==> config.mk <==
export PLATFORM = sky130hd
export DESIGN_NAME = pipe_ctrl
export DESIGN_NICKNAME = d
export VERILOG_FILES = /design/src/rtl/pipe_ctrl.sv
export SDC_FILE = /design/constraint.sdc
export NUM_CORES = 1
export LEC_CHECK = 0
export ABC_CLOCK_PERIOD_IN_PS = 2100
export CORE_MARGIN = 4
export CORE_UTILIZATION = 29
export CTS_CLUSTER_DIAMETER = 50
export DETAILED_ROUTE_END_ITERATION = 10
export PLACE_DENSITY = 0.76
export SETUP_SLACK_MARGIN = 0.05
export SKIP_CTS_REPAIR_TIMING = 1
export SYNTH_ARGS = -nofsm -noshare
export SYNTH_HDL_FRONTEND = slang
export SYNTH_SLANG_ARGS = --single-unit
==> constraint.sdc <==
create_clock -name clk -period 2.1 [get_ports clk]
set_clock_uncertainty 0.15 [all_clocks]
set_input_delay 0.42 -clock clk [delete_from_list [all_inputs] [get_ports clk]]
set_output_delay 0.42 -clock clk [all_outputs]
set_load 0.02 [all_outputs]
==> src/rtl/pipe_ctrl.sv <==
// pipe_ctrl: 5-stage pipeline stall/flush sequencer with stall watchdog; PIPE_CTRL_PERF_EN adds per-source stall counters.
module pipe_ctrl #(
  parameter int          STALL_TIMEOUT = 1024,
  parameter logic [31:0] INT_VECTOR    = 32'h00000020,
  parameter logic [31:0] EXC_VECTOR    = 32'h00000040,
  parameter int          CNT_W         = 16
) (
  input  logic              clk,
  input  logic              rst,
  input  logic              stallreq_if_i,
  input  logic              stallreq_id_i,
  input  logic              stallreq_ex_i,
  input  logic              stallreq_mem_i,
  input  logic [31:0]       excepttype_i,
  input  logic [31:0]       cp0_epc_i,
  output logic [5:0]        stall_o,
  output logic              flush_o,
  output logic [31:0]       new_pc_o,
  output logic [1:0]        state_o,
  output logic              stall_timeout_o
`ifdef PIPE_CTRL_PERF_EN
  ,
  output logic [CNT_W-1:0]  perf_if_o,
  output logic [CNT_W-1:0]  perf_id_o,
  output logic [CNT_W-1:0]  perf_ex_o,
  output logic [CNT_W-1:0]  perf_mem_o
`endif
);
  typedef enum logic [1:0] {RUN = 2'd0, STALL = 2'd1, FLUSH = 2'd2} state_t;
  localparam logic [CNT_W-1:0] LIM = CNT_W'(STALL_TIMEOUT - 1);
  state_t state;
  logic [CNT_W-1:0] stall_cnt;
  logic exc, stalled;
  assign exc = |excepttype_i;
  assign stalled = |stall_o;
  assign state_o = state;
  // Reset doubles as a flush so a mid-stall reset abandons the stall at once.
  always_comb begin
    stall_o  = (rst || exc) ? 6'b000000 :
               stallreq_mem_i ? 6'b011111 :
               stallreq_ex_i  ? 6'b001111 :
               stallreq_id_i  ? 6'b000111 :
               stallreq_if_i  ? 6'b000011 : 6'b000000;
    flush_o  = rst || exc;
    new_pc_o = (rst || !exc) ? 32'h0 :
               excepttype_i == 32'h1 ? INT_VECTOR :
               excepttype_i == 32'he ? cp0_epc_i : EXC_VECTOR;
  end
  always_ff @(posedge clk) begin
    if (rst) begin
      state           <= RUN;
      stall_cnt       <= '0;
      stall_timeout_o <= 1'b0;
    end else begin
      state     <= exc ? FLUSH : stalled ? STALL : RUN;
      stall_cnt <= (!stalled || flush_o) ? '0 : &stall_cnt ? stall_cnt : stall_cnt + 1'b1;
      if (stalled && stall_cnt == LIM) stall_timeout_o <= 1'b1;
    end
  end
`ifdef PIPE_CTRL_PERF_EN
  logic [3:0] win;
  logic [CNT_W-1:0] perf [4];
  always_comb begin
    win    = 4'b0000;
    win[3] = !flush_o && stallreq_mem_i;
    win[2] = !flush_o && !stallreq_mem_i && stallreq_ex_i;
    win[1] = !flush_o && !stallreq_mem_i && !stallreq_ex_i && stallreq_id_i;
    win[0] = !flush_o && !stallreq_mem_i && !stallreq_ex_i && !stallreq_id_i && stallreq_if_i;
  end
  always_ff @(posedge clk) begin
    for (int i = 0; i < 4; i++)
      if (rst) perf[i] <= '0;
      else if (win[i] && !(&perf[i])) perf[i] <= perf[i] + 1'b1;
  end
  assign perf_if_o  = perf[0];
  assign perf_id_o  = perf[1];
  assign perf_ex_o  = perf[2];
  assign perf_mem_o = perf[3];
`endif
endmodule

Yosys cells after proc, flatten, opt, wreduce, memory -nomap -nowiden --
Cells that the tools add are included.
Storage, ports and cells: register bits after elaboration 19, word-level logic and storage cells 29
Operators by class: equality and inequality tests 3, muxes and demuxes 10, reductions and logical operators 11, $add $sub $neg 1
Operators with widths (number):
- $mux 32 | 3
- $reduce_or 33->1 | 1
- $eq 32x1->1 const B | 1
- $eq 32x4->1 const B | 1
- $reduce_or 32->1 | 1
- $add 16x1->16 const B | 1
- $eq 16x10->1 const B | 1
- $reduce_and 16->1 | 1
- $mux 5 | 2
- $reduce_or 6->1 | 1
- $mux 2 | 2
- $mux 4 | 1
- $logic_or 1x1->1 | 3
- $mux 3 | 1
- $logic_not 1->1 | 2
- $reduce_or 2->1 | 1
- $logic_and 1x1->1 | 1
- $mux 1 | 1

Logic depth before layout (Yosys ltp) --
Gate-level depths: netlist (run 1).
depth after elaboration 9, gate-level depth with buffers 7, depth with buffers taken out 5

Least setup slack after synthesis (run 1) --
OpenSTA, ideal clock, no wires.
path kind input to output, start input excepttype_i[0], end output stall_o[1], arrival time 1.852 ns, cell stages on the path 7, setup slack -0.322 ns, path through or4_1 > buf_2 > nor2_2 > nand3_4 > buf_6 > inv_1 > buf_4
Between the ends: longest elaborated chain between the ends 3
Ends and longest elaborated chain:
- from (decl) | RTL line 14 | input logic [31:0] excepttype_i,
- $reduce_or 32->1 | RTL line 34 | assign exc = |excepttype_i;
- $logic_or 1x1->1 | RTL line 39 | stall_o = (rst || exc) ? 6'b000000 :
- $mux 5 | RTL line 39
- to (decl) | RTL line 16 | output logic [5:0] stall_o,
Every way passes these cells.

Final worst setup path (run 1) --
start input excepttype_i[28], end output new_pc_o[30]
Between the ends: longest elaborated chain between the ends 4, elaborated cells between the ends (all ways) 8, classes of those cells eq/ne: 2; mux: 3; reduce/logical: 3
Ends and longest elaborated chain:
- $eq 32x4->1 or $reduce_or 32->1 (tied branches) | RTL line 47, 34
- $mux 32 or $logic_not 1->1 (tied branches) | RTL line 47, 45
- $mux 32 or $logic_or 1x1->1 (tied branches) | RTL line 46, 45
- $mux 32 (*) | RTL line 45 | new_pc_o = (rst || !exc) ? 32'h0 :
- to (decl) | RTL line 18 | output logic [31:0] new_pc_o,
Every way passes the cells marked *; elsewhere a longest branch is shown, timed or not.

==> metrics, run 1 <==
status=complete, but fails checks; failing checks=setup timing; total die area=5790 µm²; Post-synth ARST share=0%; drt via density=5.11; post-synth top area cell=dfxtp_1; FMAX=0.400 GHz; Crit path arrival time=1.93 ns; Synth Cell Area=1350 µm²; Final GP Congestion=0.874; grt ovf=0; DPL Wire Length=4690 µm; TritonCTS Buffers=3; pin count of the biggest net entering global routing=31; worst setup margin=-0.399 ns; ant diodes=0; clk_lat worst skew=0.26 ns; detailed-router iteration count before antenna repair=4; Worst setup SP type=primary input; number of hold violations in the final report=0; Final Cycle Share=119%; # Max-Cap Violations=0; per-cell routed wire length=16.7 µm; port bufs=110; root buffer cell=clkbuf_8; top-area cell type share of the netlist area=28.3%; final WL=6140 µm; Hold Slack=0.342 ns; I/O Pins=112; post-route minimum period=2.50 ns; initial antenna violation count=0; Reg clk slew, reported paths=0.07 ns; vias=1,877; Static Leak=1.32 nW; Mapped Cells=181; Residual DRC=0; Min-Delay Path Class=reg2reg; dpl ws=-1.17 ns; Synth Register Bits=19; Syn Area/Cell=7.43 µm²; DIE HEIGHT=76.1 µm; CORE AREA=4410 µm²; total global-route track usage=18.7%; Nets=387; CP max FO=8; overall power=0.000793 W; ranking of synthesized cells by area=dfxtp_1 (28%), and2_1 (14%), nor4_1 (6.0%), nor3_1 (5.6%), a21oi_1 (3.7%); Cell variety after synth=42; Max Root-Sink Buffers=2; Die X-Extent=76.1 µm; Starting Density=30.5%; Ys Warns=0; ys flop type=dfxtp_1; row count=24; final-report max-slew violation count=0; worst endpoint required time=1.53 ns; CTS tree=built; fillers=349; CP Class=in2out; Worst VDD drop=0.000198 V; # H-tree levels=1; sequential area share after synthesis=28.3%; Synth-to-Final Area Change=124%; vias in the first global route=1,679; first-pass GRT wire length=9050 µm; Post-synth EDFFs=0; DR iter-0 viols=113; clock sinks=19; share of layout cells above drive strength 1=46.0%; Critical Path End Type=output port; Fin Setup TNS=-12.19 ns; unrepaired setup endpoints after global routing=true; Syn Nets=252; pwr/cell area=263 nW/µm²; endpoints failing setup=38; post-route ant nets=0
critical path, cell delays in order:
cell	delay [ns]
clkbuf_2	0.11
nor4_4	0.32
nand3_2	0.15
nor4_4	0.47
buf_6	0.20
and2_4	0.15
buf_6	0.11
placed cells by master, fill, tap and decap left out, types with 3 or more instances in the layout:
cell | Yosys | layout
dfxtp_1 | 19 | 19
inv_1 | 8 | 7
o21ai_0 | 5 | 5
nand2_1 | 10 | 9
nor3_1 | 15 | 12
and2_2 | 0 | 6
a21oi_1 | 10 | 10
nor4_1 | 13 | 4
clkbuf_2 | 0 | 15
nor2_1 | 12 | 10
clkbuf_8 | 0 | 3
nand4_1 | 6 | 6
o31ai_1 | 3 | 3
buf_6 | 1 | 43
nand3_1 | 9 | 8
nor4_4 | 0 | 9
clkdlybuf4s50_1 | 0 | 35
and2_4 | 0 | 24
dlymetal6s2s_1 | 0 | 19
buf_4 | 2 | 24
logic make-up after synthesis:
family                     count (synthesis)  share of synthesized area (%)
and+or+nand+nor                          112                           48.5
AOI/OAI and AO/OA                         31                           15.3
DFF                                       19                           28.3
buffers and inverters                     15                           5.39
xor gates and xnor gates                   2                           1.30
adders and majority gates                  1                          0.930
other                                      1                          0.279
stage by stage:
step / std cells / cell area, µm² / util (%)
final: 367 / 3020 / 68.3
after global routing: 367 / 3020 / 68.3
after CTS: 361 / 2810 / 63.5
after detailed placement: 357 / 2760 / 62.5
after global placement: 357 / 2760 / 62.5
after floorplan: 181 / 1490 / -
layout make-up:
type | instances | area [µm²] | area share (%)
Timing Repair Buffer | 137 | 1340 | 44.5
Multi-Input combinational cell | 147 | 1150 | 38.1
Sequential cell | 19 | 380 | 12.6
Tap cell | 52 | 65.1 | 2.16
Clock buffer | 3 | 41.3 | 1.37
Inverter | 8 | 33.8 | 1.12
Clock inverter | 1 | 5.00 | 0.166
metal layers:
metal	global-route usage [%]	wire length [µm]	part of all wire, %
met1	23.0	2530	41
met2	33.9	3250	53
met3	3.66	309	5.0
met4	2.80	53	0.86
met5	0	0	0
where the power goes:
group / total (W) / switching (W) / internal, W / leakage (nW)
clock: 0.000258 / 0.000125 / 0.000132 / 0.0255
sequential: 0.000361 / 0.000000245 / 0.000361 / 0.153
combinational: 0.000174 / 0.0000582 / 0.000116 / 1.14
total: 0.000793 / 0.000184 / 0.000609 / 1.32
synth_stat cells (2+ instances only):
| cell type | count |
|---|---|
| nand4_1 | 6 |
| o21ai_0 | 5 |
| and4_1 | 2 |
| nor2_1 | 12 |
| or2_2 | 2 |
| clkbuf_1 | 3 |
| a311oi_1 | 2 |
| dfxtp_1 | 19 |
| o31ai_1 | 3 |
| and2_1 | 31 |
| inv_1 | 8 |
| nand2_1 | 10 |
| nand3_1 | 9 |
| a21boi_0 | 2 |
| buf_4 | 2 |
| a211oi_1 | 2 |
| a21oi_1 | 10 |
| or4_1 | 3 |
| nor3_1 | 15 |
| nor4_1 | 13 |
state kept, by name, indices dropped and copies added, names as in the netlist:
| register | flops |
|---|---|
| stall_cnt | 16 |
| state_o | 2 |
| stall_timeout_o | 1 |
final timing paths:
kind / startpoint / endpoint / slack, ns / cells after the start
max: excepttype_i[28] / new_pc_o[30] / -0.40 / 7
min: stall_timeout_o$_SDFFE_PP0P_ / stall_timeout_o$_SDFFE_PP0P_ / 0.34 / 2
max reg2reg: stall_cnt[0]$_SDFFE_PP0N_ / stall_cnt[1]$_SDFFE_PP0N_ / 0.14 / 5
min reg2reg: stall_timeout_o$_SDFFE_PP0P_ / stall_timeout_o$_SDFFE_PP0P_ / 0.34 / 2
(Power assumes the default switching activity.)
==> run 2: changes to the inputs <==
GPL_ROUTABILITY_DRIVEN = 0   (was unset)
==> results of run 2 <==
No change in the layout: final DEF, timing and power equal those of run 1.
==> run 3: changes to the inputs <==
ABC_CLOCK_PERIOD_IN_PS = 2700   (was 2100)
CORE_UTILIZATION = 32   (was 29)
PLACE_DENSITY = 0.8   (was 0.76)
clock period = 2.7 ns   (was 2.1 ns; I/O delays follow)
==> run 3 against run 2 <==
  * The flow still finishes with violations (setup timing)
  * Cell area shrank 2.3%
  * Non-clock buffer count down 4
  * Total power shrank 23%
  * Die area is 8.4% lower
  * Routed wire length is 1.1% higher
  * Worst setup slack improved by 0.38 ns
  * Largest power group unchanged
  * Combinational power shrank 20%
  * First-iteration DRC count grew 43%
  * Final cell count fell by 1.6%
==> metrics, run 3 (synthesis gave the netlist of run 1 again) <==
final-report max-slew violation count=0 (unchanged); Comb power frac=22.9% (+1.0 points); Layout Cells excl Fill=361 (-1.6%); total die area=5300 µm² (-8.4%); drt via density=5.38 (+5.2%); row count=23 (-4.2%); root buffer cell=clkbuf_8; CP max FO=8 (unchanged); Sw Share=21.4% (-1.8 points); clock sinks=19 (unchanged); grt ovf=0 (unchanged); Final Cycle Share=101%; Die X-Extent=72.8 µm (-4.3%); worst endpoint required time=2.01 ns (+0.48 ns); fillers=284 (-19%); Fin Setup TNS=-0.0426 ns (+12.15 ns); Setup crit start=excepttype_i[19]; Biggest register=stall_cnt; commonest non-fill, non-tap cells in the layout=buf_6 (39), clkdlybuf4s50_1 (39), and2_4 (28); Internal Power=0.000481 W (-21%); Worst setup SP type=primary input; # H-tree levels=1 (unchanged); DIE HEIGHT=72.8 µm (-4.3%); total global-route track usage=20.2% (+1.5 points); initial antenna violation count=0 (unchanged); CTS tree=built; per-cell routed wire length=17.2 µm (+2.8%); ant diodes=0 (unchanged); TritonCTS Buffers=3 (unchanged); status=complete, but fails checks; DR iter-0 viols=162 (+43%); Synth-to-Final Area Change=119%; final WL=6210 µm (+1.1%); Min-Delay Path Class=reg2reg; Max Root-Sink Buffers=2 (unchanged); post-route minimum period=2.72 ns; dpl ws=-0.843 ns (+0.329 ns); Starting Density=33.4% (+2.9 points); Flop pwr share=46.0% (+0.4 points); number of hold violations in the final report=0 (unchanged); RR Startpoint=stall_cnt[0]$_SDFFE_PP0N_; Largest register FFs=16 (unchanged); worst setup margin=-0.0189 ns (+0.380 ns); Residual DRC=0 (unchanged); max_slew headroom=54.2%; clk_lat worst skew=0.25 ns (about the same); Worst VDD drop=0.000146 V (-26%); pin count of the biggest net entering global routing=31 (unchanged); pwr/cell area=208 nW/µm² (-21%); share of layout cells above drive strength 1=39.5% (-6.5 points); I/O Pins=112 (unchanged); DP Cell Count=349 (-2.2%); Reg clk slew, reported paths=0.07 ns (about the same); post-route ant nets=0 (unchanged); min-delay src=stall_timeout_o$_SDFFE_PP0P_; endpoints failing setup=6 (-84%); # Max-Cap Violations=0 (unchanged); vias in the first global route=1,852 (+10%); FMAX=0.368 GHz; Nets=383 (-1.0%); first-pass GRT wire length=8470 µm (-6.3%); Crit path arrival time=2.03 ns (+0.10 ns); detailed-router iteration count before antenna repair=4 (unchanged); sw power=0.000131 W (-29%); CP Class=in2out; worst-margin pin slew=0.681 ns; failing checks=setup timing; overall power=0.000612 W (-23%); unrepaired setup endpoints after global routing=true; clock power share=31.2% (-1.3 points); CORE AREA=4030 µm² (-8.7%); Static Leak=1.33 nW (+0.89%); port bufs=110 (unchanged); DPL Wire Length=4450 µm (-5.2%); Final Util=73.1% (+4.8 points); Critical Path End Type=output port; vias=1,942 (+3.5%)
-- run 3: cell count changes in the layout (fill, tap and decap cells not counted), sizes merged --
cell	delta
buf	-9
dlymetal6s2s	+4
clkdlybuf4s50	+4
clkbuf	-2
clkinv	-1
-- run 3: path summary, 6_finish.rpt --
| kind | endpoint | slack, ns | cells after the start |
|---|---|---|---|
| setup reg to reg | stall_cnt[5]$_SDFFE_PP0N_ | 0.44 | 5 |
| hold reg to reg | stall_timeout_o$_SDFFE_PP0P_ | 0.35 | 2 |
| setup / recovery | new_pc_o[29] | -0.02 | 8 |
| hold / removal | stall_timeout_o$_SDFFE_PP0P_ | 0.35 | 2 |
-- run 3: through the flow --
stage               area, µm²  hold WS, ns
floorplan                1350        0.315
global placement         2590        0.313
detailed placement       2590        0.318
CTS                      2630        0.329
global route             2950        0.379
finish                   2950        0.351
-- run 3: cell type report --
| class | count | area, µm² | area share (%) |
|---|---|---|---|
| Timing Repair Buffer | 133 | 1330 | 45.0 |
| Multi-Input combinational cell | 147 | 1100 | 37.3 |
| Sequential cell | 19 | 380 | 12.9 |
| Tap cell | 50 | 62.6 | 2.12 |
| Clock buffer | 4 | 45.0 | 1.53 |
| Inverter | 8 | 33.8 | 1.15 |
-- run 3: per-layer routing --
metal	vias to the layer above	global-route usage, %	share of wire, %
li1	919	-	-
met1	901	19.8	33
met2	101	36.8	53
met3	21	9.50	10
met4	0	7.17	3.9
met5	-	0	0
-- run 3: power groups by stage --
stage	sequential [W]	combinational [W]	clock [W]
2_1_floorplan	0.000289	0.0000122	0
3_3_place_gp	0.000287	0.000125	0
3_5_place_dp	0.000288	0.000126	0
4_1_cts	0.000281	0.000127	0.000198
5_1_grt	0.000281	0.000147	0.000213
6_report	0.000281	0.000140	0.000191
-- run 3: worst max-delay path, cell delays in order --
cell     delay, ns
buf_6         0.10
nor4_4        0.32
nand3_2       0.16
nor4_4        0.33
buf_4         0.17
buf_6         0.12
and2_1        0.13
buf_2         0.17
